$ cat config.mk
export PLATFORM = sky130hd
export DESIGN_NAME = fsm_onehot_next_flat
export DESIGN_NICKNAME = d
export VERILOG_FILES = /design/src/rtl/fsm_onehot_next_pkg.sv /design/src/rtl/fsm_onehot_next_if.sv /design/src/rtl/fsm_onehot_next.sv /design/src/flat_wrapper.sv
export SDC_FILE = /design/constraint.sdc
export NUM_CORES = 1
export LEC_CHECK = 0
export BUFFER_PORTS_ARGS = -buffer_cell sky130_fd_sc_hd__buf_2
export CAP_MARGIN = 20
export CORE_AREA = 3 3 40 42
export CTS_CLUSTER_DIAMETER = 200
export DETAILED_ROUTE_END_ITERATION = 12
export DIE_AREA = 0 0 43 45
export GPL_ROUTABILITY_DRIVEN = 0
export SYNTH_ARGS = -nofsm -noshare
export SYNTH_HDL_FRONTEND = slang
export SYNTH_SLANG_ARGS = --single-unit
export TNS_END_PERCENT = 1
$ cat constraint.sdc
create_clock -name clk -period 1.7 [get_ports clk]
set_input_delay 0.34 -clock clk [delete_from_list [all_inputs] [get_ports clk]]
set_output_delay 0.34 -clock clk [all_outputs]
set_load 0.05 [all_outputs]
$ cat src/rtl/fsm_onehot_next_pkg.sv
// ---------------------------------------------------------------------------
// fsm_onehot_next_pkg
// Purpose : shared constants for the timer/serial-command controller one-hot
//           FSM decoder: state vector width, fixed state bit indices and a
//           helper that tests a state vector for exactly-one-hot.
// Ports   : none (package)
// ---------------------------------------------------------------------------
package fsm_onehot_next_pkg;

  localparam int unsigned STATE_W = 10;

  // Fixed bit positions of each state inside the one-hot vector
  localparam int unsigned S_IDX     = 0;
  localparam int unsigned S1_IDX    = 1;
  localparam int unsigned S11_IDX   = 2;
  localparam int unsigned S110_IDX  = 3;
  localparam int unsigned B0_IDX    = 4;
  localparam int unsigned B1_IDX    = 5;
  localparam int unsigned B2_IDX    = 6;
  localparam int unsigned B3_IDX    = 7;
  localparam int unsigned COUNT_IDX = 8;
  localparam int unsigned WAIT_IDX  = 9;

  typedef logic [STATE_W-1:0] state_vec_t;

  // True when exactly one bit is set: non-zero and clearing the lowest set
  // bit leaves nothing behind.
  function automatic logic is_onehot(input state_vec_t vec);
    state_vec_t low_cleared;
    low_cleared = vec & (vec - STATE_W'(1));
    return (vec != '0) && (low_cleared == '0);
  endfunction

endpackage : fsm_onehot_next_pkg

$ cat src/rtl/fsm_onehot_next_if.sv
// ---------------------------------------------------------------------------
// fsm_onehot_next_if
// Purpose : groups the decoder's data-path signals between the parent FSM
//           (master) and the next-state/output decoder (slave).
// Signals : d, done_counting, ack, state        master -> slave
//           B3_next, S_next, S1_next, Count_next,
//           Wait_next, done, counting, shift_ena,
//           onehot_err                          slave -> master
// ---------------------------------------------------------------------------
interface fsm_onehot_next_if;
  import fsm_onehot_next_pkg::*;

  logic       d;
  logic       done_counting;
  logic       ack;
  state_vec_t state;

  logic       B3_next;
  logic       S_next;
  logic       S1_next;
  logic       Count_next;
  logic       Wait_next;
  logic       done;
  logic       counting;
  logic       shift_ena;
  logic       onehot_err;

  modport master (
    output d, done_counting, ack, state,
    input  B3_next, S_next, S1_next, Count_next, Wait_next,
           done, counting, shift_ena, onehot_err
  );

  modport slave (
    input  d, done_counting, ack, state,
    output B3_next, S_next, S1_next, Count_next, Wait_next,
           done, counting, shift_ena, onehot_err
  );

endinterface : fsm_onehot_next_if

$ cat src/rtl/fsm_onehot_next.sv
// ---------------------------------------------------------------------------
// fsm_onehot_next
// Purpose : combinational next-state and Moore-output decoder for the 10-state
//           one-hot controller FSM (detect 1101, shift 4 bits, count, wait for
//           ack). The state register lives in the parent. A registered sticky
//           diagnostic flags any cycle where the state vector is not one-hot.
// Ports   : clk      in  system clock, only clocks the diagnostic flag
//           rst_n    in  synchronous active-low reset, clears onehot_err
//           bus      slave modport: d, done_counting, ack, state in;
//                    B3_next, S_next, S1_next, Count_next, Wait_next,
//                    done, counting, shift_ena, onehot_err out
// ---------------------------------------------------------------------------
module fsm_onehot_next
  import fsm_onehot_next_pkg::*;
(
  input  logic                clk,
  input  logic                rst_n,
  fsm_onehot_next_if.slave    bus
);

  state_vec_t st;
  logic       onehot_err_d;
  logic       onehot_err_q;

  assign st = bus.state;

  // Next-state bits: plain sum-of-products over every state bit, so the
  // result is well defined for zero-hot and multi-hot vectors as well.
  always_comb begin
    bus.B3_next    = st[B2_IDX];
    bus.S_next     = ((st[S_IDX] | st[S1_IDX] | st[S110_IDX]) & ~bus.d)
                   | (st[WAIT_IDX] & bus.ack);
    bus.S1_next    = st[S_IDX] & bus.d;
    bus.Count_next = st[B3_IDX] | (st[COUNT_IDX] & ~bus.done_counting);
    bus.Wait_next  = (st[COUNT_IDX] & bus.done_counting)
                   | (st[WAIT_IDX] & ~bus.ack);
  end

  // Moore outputs
  always_comb begin
    bus.done      = st[WAIT_IDX];
    bus.counting  = st[COUNT_IDX];
    bus.shift_ena = |st[B3_IDX:B0_IDX];
  end

  // Sticky flag: once a non-one-hot vector is seen it holds until reset
  always_comb begin
    onehot_err_d = onehot_err_q | ~is_onehot(st);
  end

  always_ff @(posedge clk) begin
    if (!rst_n) begin
      onehot_err_q <= 1'b0;
    end else begin
      onehot_err_q <= onehot_err_d;
    end
  end

  assign bus.onehot_err = onehot_err_q;

endmodule : fsm_onehot_next

$ cat src/flat_wrapper.sv
// flat-port wrapper written by rule: the top's interface ports become plain ports
module fsm_onehot_next_flat import fsm_onehot_next_pkg::*;
  (clk, rst_n, bus_d, bus_done_counting, bus_ack, bus_state, bus_B3_next, bus_S_next, bus_S1_next, bus_Count_next, bus_Wait_next, bus_done, bus_counting, bus_shift_ena, bus_onehot_err);
  fsm_onehot_next_if bus_i ();
  input  logic clk;
  input  logic rst_n;
  input wire logic [$bits(bus_i.d)-1:0] bus_d;
  input wire logic [$bits(bus_i.done_counting)-1:0] bus_done_counting;
  input wire logic [$bits(bus_i.ack)-1:0] bus_ack;
  input wire logic [$bits(bus_i.state)-1:0] bus_state;
  output wire logic [$bits(bus_i.B3_next)-1:0] bus_B3_next;
  output wire logic [$bits(bus_i.S_next)-1:0] bus_S_next;
  output wire logic [$bits(bus_i.S1_next)-1:0] bus_S1_next;
  output wire logic [$bits(bus_i.Count_next)-1:0] bus_Count_next;
  output wire logic [$bits(bus_i.Wait_next)-1:0] bus_Wait_next;
  output wire logic [$bits(bus_i.done)-1:0] bus_done;
  output wire logic [$bits(bus_i.counting)-1:0] bus_counting;
  output wire logic [$bits(bus_i.shift_ena)-1:0] bus_shift_ena;
  output wire logic [$bits(bus_i.onehot_err)-1:0] bus_onehot_err;
  assign bus_i.d = bus_d;
  assign bus_i.done_counting = bus_done_counting;
  assign bus_i.ack = bus_ack;
  assign bus_i.state = bus_state;
  assign bus_B3_next = bus_i.B3_next;
  assign bus_S_next = bus_i.S_next;
  assign bus_S1_next = bus_i.S1_next;
  assign bus_Count_next = bus_i.Count_next;
  assign bus_Wait_next = bus_i.Wait_next;
  assign bus_done = bus_i.done;
  assign bus_counting = bus_i.counting;
  assign bus_shift_ena = bus_i.shift_ena;
  assign bus_onehot_err = bus_i.onehot_err;
  fsm_onehot_next u_core (.clk(clk), .rst_n(rst_n), .bus(bus_i));
endmodule
After elaboration in Yosys (flattened, before gate mapping)
Cells that the tools add are included.
{ "word_totals": {"regBits": 1, "input_bits": 15, "elab_cells": 23} }
{ "classes": {"add_sub_neg": 1, "bitwise": 17, "reduce_logical": 4} }
{ "ops": {"columns": ["operator", "count"], "rows": [
  ["$and A10 B10 Y10", 1],
  ["$logic_not A10 Y1", 1],
  ["$reduce_bool A10 Y1", 1],
  ["$sub A10 B1 Y10 const B", 1],
  ["$and A1 B1 Y1", 6],
  ["$or A1 B1 Y1", 6],
  ["$not A1 Y1", 4],
  ["$reduce_or A4 Y1", 1],
  ["$logic_and A1 B1 Y1", 1]
]} }

Logic depth before layout (Yosys ltp)
{ "depth": {"word_depth": 6, "ltp_mapped": 4} }

Worst setup path before layout
Ideal clock, no wire load.
{ "synth_path": {"kind": "input-to-output", "start": "input port bus_state[9]", "end": "output port bus_Wait_next", "arrival_ns": 1.469, "required_ns": 1.360, "path_slack_ns": -0.109, "stages": 2, "path_buffers": 0, "path_cell_list": "inv_1 -> o21ai_0"} }
{ "synth_via": {"elab_chain_cells": 2} }
{ "synth_rtl": {"columns": ["element", "line", "text"], "rows": [
  ["start: declaration", "flat_wrapper.sv:10", "input wire logic [$bits(bus_i.state)-1:0] bus_state;"],
  ["$and A1 B1 Y1", "fsm_onehot_next.sv:36", "| (st[WAIT_IDX] & ~bus.ack);"],
  ["$or A1 B1 Y1", "fsm_onehot_next.sv:36", null],
  ["end: declaration", "flat_wrapper.sv:15", "output wire logic [$bits(bus_i.Wait_next)-1:0] bus_Wait_next;"]
]} }
No other way between the ends.

Worst setup path after layout
{ "layout_path": {"start": "input port bus_state[2]", "end": "register u_core.onehot_err_q, in the netlist u_core.bus.onehot_err"} }
{ "layout_via": {"elab_chain_cells": 6} }
{ "layout_rtl": {"columns": ["element", "line", "text"], "rows": [
  ["$sub A10 B1 Y10", "fsm_onehot_next_pkg.sv:30", "low_cleared = vec & (vec - STATE_W'(1));"],
  ["$and A10 B10 Y10", "fsm_onehot_next_pkg.sv:30", null],
  ["$logic_not A10 Y1", "fsm_onehot_next_pkg.sv:31", "return (vec != '0) && (low_cleared == '0);"],
  ["$logic_and A1 B1 Y1 (*)", "fsm_onehot_next_pkg.sv:31", null],
  ["$not A1 Y1 (*)", "fsm_onehot_next.sv:48", "onehot_err_d = onehot_err_q | ~is_onehot(st);"],
  ["$or A1 B1 Y1 (*)", "fsm_onehot_next.sv:48", null],
  ["end signal: assignment", "fsm_onehot_next.sv:55", "onehot_err_q <= onehot_err_d;"],
  ["end: declaration", "fsm_onehot_next.sv:23", "logic onehot_err_q;"]
]} }
Mark *: on every way between the ends. The rest lies on a longest branch, timed or not.
A chain may end at the register's enable or synchronous reset.

==> impl_metrics.ini <==
[drt]
met1_length_um = 272
postRouteAntennaNets = 0
wl_um = 668
routedWlPerCell_um = 9.54
vias = 302
wl_met2_um = 310
maxUsedRoutingLayer = met3
drc_errors = 0
routed_via_density = 4.31
dr.first_iter.drc_count = 1
drt_pass1_iterations = 2
met3_wirelength_um = 85

[synthesis]
synth-seq-area-share_pct = 9.94
synth_top_family_by_area = simple AND/OR/NAND/NOR gates
postSynthAreaPerCell_um2 = 6.71
syn_area_um2 = 201
synth_simple_gate_area_share_pct = 32.9
yosysWarnings = 0
synth_adder_area_share_pct = 10.6
ys_types = 18
synth-xor-area-share_pct = 0
synth_seq_cells = 1
synth_compound_area_share_pct = 24.8
synth_top_area_share_pct = 11.2
synthMuxAreaShare_pct = 4.97
yosys.area.top_type = buf_4
syn_nets = 45
syn_inst = 30
synth_area_leaders = buf_4, or4_1, dfxtp_1

[sta]
hold_viol_final = 0
rsz0062_at_grt = yes
fin_crit_sh_pct = 98.1
setup-tns-final_ns = 0
fin_crit_ns = 1.67
fmax_mhz = 599
maxSlewViolCount = 0
finClkSkew_ns = 0
slew_headroom_pct = 83.2
worst-slew-pin-transition_ns = 0.253
setup_viol = 0

[run]
maxCapViolCount = 0

[floorplan]
rows = 13
dieArea_um2 = 1940
initial_core_util_pct = 15.7
die_w_um = 43
coreArea_um2 = 1280
ioPinCount = 24
die_h_um = 45

[final_layout]
syn2layout_area_growth_pct = 82.6
diodes = 0
final_nets = 72
drive_gt1_share_pct = 58.2
layout_common_cells = buf_2, buf_4, inv_1, o21ai_0, nor2_1
final_core_util_pct = 28.6
fin_cells = 70
final_common_cell = buf_2
largest_reg_flops = 1

[setup_path]
cp_data_required_time_ns = 1.56
crit_path_start_kind = primary input
cpPeakStageDelay_ns = 0.54
r2r_start = u_core.bus.onehot_err
cp_slowest_cell = or4_4
criticalPathCategory = in2reg
crit_path_cell_trace = buf_6, or4_4, maj3_2, o32ai_2, a41oi_1
end_kind = flip-flop
crit_path_start = bus_state[2]
arrival_ns = 1.53
crit_fanout = 3

[power]
sw_frac_of_total_pct = 53.0
ir_worst_vdd_mv = 0.126
p_per_area_nw_per_um2 = 373
clkPwrFrac_pct = 0
p_seq_share_pct = 18.9
leakagePower_nw = 0.181
power_switching_w = 0.0000726
p_total_w = 0.000137
p_int_w = 0.0000645
combPwrFrac_pct = 81.1

[worst_hold_path]
hold_start = u_core.bus.onehot_err
hold_path_class = reg2reg

[clock_tree]
clock_latency_ns = 0
path_clk_slew_ns = 0
postCtsHoldBufs = 0

[grt]
grt_pass1_vias = 284
grt_overflow = 0
grt_pass1_wl_um = 1090
antenna_found_initial = 0
grtUsageTotal_pct = 6.72
grt_max_degree = 7

[place]
placedCellCount = 69
io_buffer_count = 23

[status]
status = completed
## power groups by stage
stage / clock network (W) / logic, W / registers (W)
6_report: 0 / 0.000111 / 0.0000259
5_1_grt: 0 / 0.000120 / 0.0000263
4_1_cts: 0 / 0.000109 / 0.0000259
3_5_place_dp: 0 / 0.000108 / 0.0000260
3_3_place_gp: 0 / 0.000107 / 0.0000260
2_1_floorplan: 0 / 0.0000626 / 0.0000305
## cells in the mapped netlist
cell,number
nor2_1,3
buf_4,3
nor3_1,1
maj3_1,1
a21oi_1,1
nor4_1,1
o21ai_0,4
maj3_2,1
nand2_1,2
mux2i_1,1
a21o_1,1
dfxtp_1,1
inv_1,3
or4_1,3
or3_1,1
o32ai_1,1
and2_2,1
a41oi_1,1
## layer usage
layer	vias to the layer above	GRT usage (%)
met2	15	13.5
met5	-	0
met1	128	7.88
met3	0	1.20
li1	159	-
met4	0	0
## stage by stage
stage / cell area (um^2) / setup slack [ns] / hold WS [ns]
3_5_place_dp: 343 / -0.0408 / 0.562
6_report: 368 / 0.0317 / 0.542
2_1_floorplan: 201 / -0.0985 / 0.453
4_1_cts: 347 / 0.00676 / 0.562
3_3_place_gp: 343 / 0.00244 / 0.568
5_1_grt: 368 / -0.0331 / 0.608
## logic make-up after synthesis
kind of cell    count (synthesis)
buf+inv                         6
simple gates                   12
fa+ha+maj                       2
compound gates                  8
flops                           1
mux                             1
## final timing paths
| check | end | slack, ns | cells after the start |
|---|---|---|---|
| max | u_core.bus.onehot_err | 0.03 | 5 |
| min | u_core.bus.onehot_err | 0.54 | 2 |
| max reg2reg | u_core.bus.onehot_err | 0.32 | 4 |
| min reg2reg | u_core.bus.onehot_err | 0.54 | 2 |
## worst max-delay path, delay by kind of cell
kind / cells / cell delay (ns)
AO/OA/AOI/OAI: 2 / 0.22
adder cells (fa/ha/maj): 1 / 0.33
buffers and inverters: 1 / 0.09
AND/OR/NAND/NOR: 1 / 0.54
## layout make-up
cell class / count / area [um^2]
tap: 15 / 18.8
inverter: 3 / 11.3
multi-input combinational: 23 / 159
fill: 140 / 917
timing repair buffer: 28 / 159
sequential: 1 / 20.0
## timing repair
| action | in CTS | in global routing |
|---|---|---|
| buffers inserted | 0 | 1 |
| pin swaps | 0 | 4 |
| setup endpoints to repair | 1 | 1 |
| gates cloned | 0 | 0 |
| resized for setup | 1 | 2 |
No activity file was read; power rests on OpenSTA's default activity.
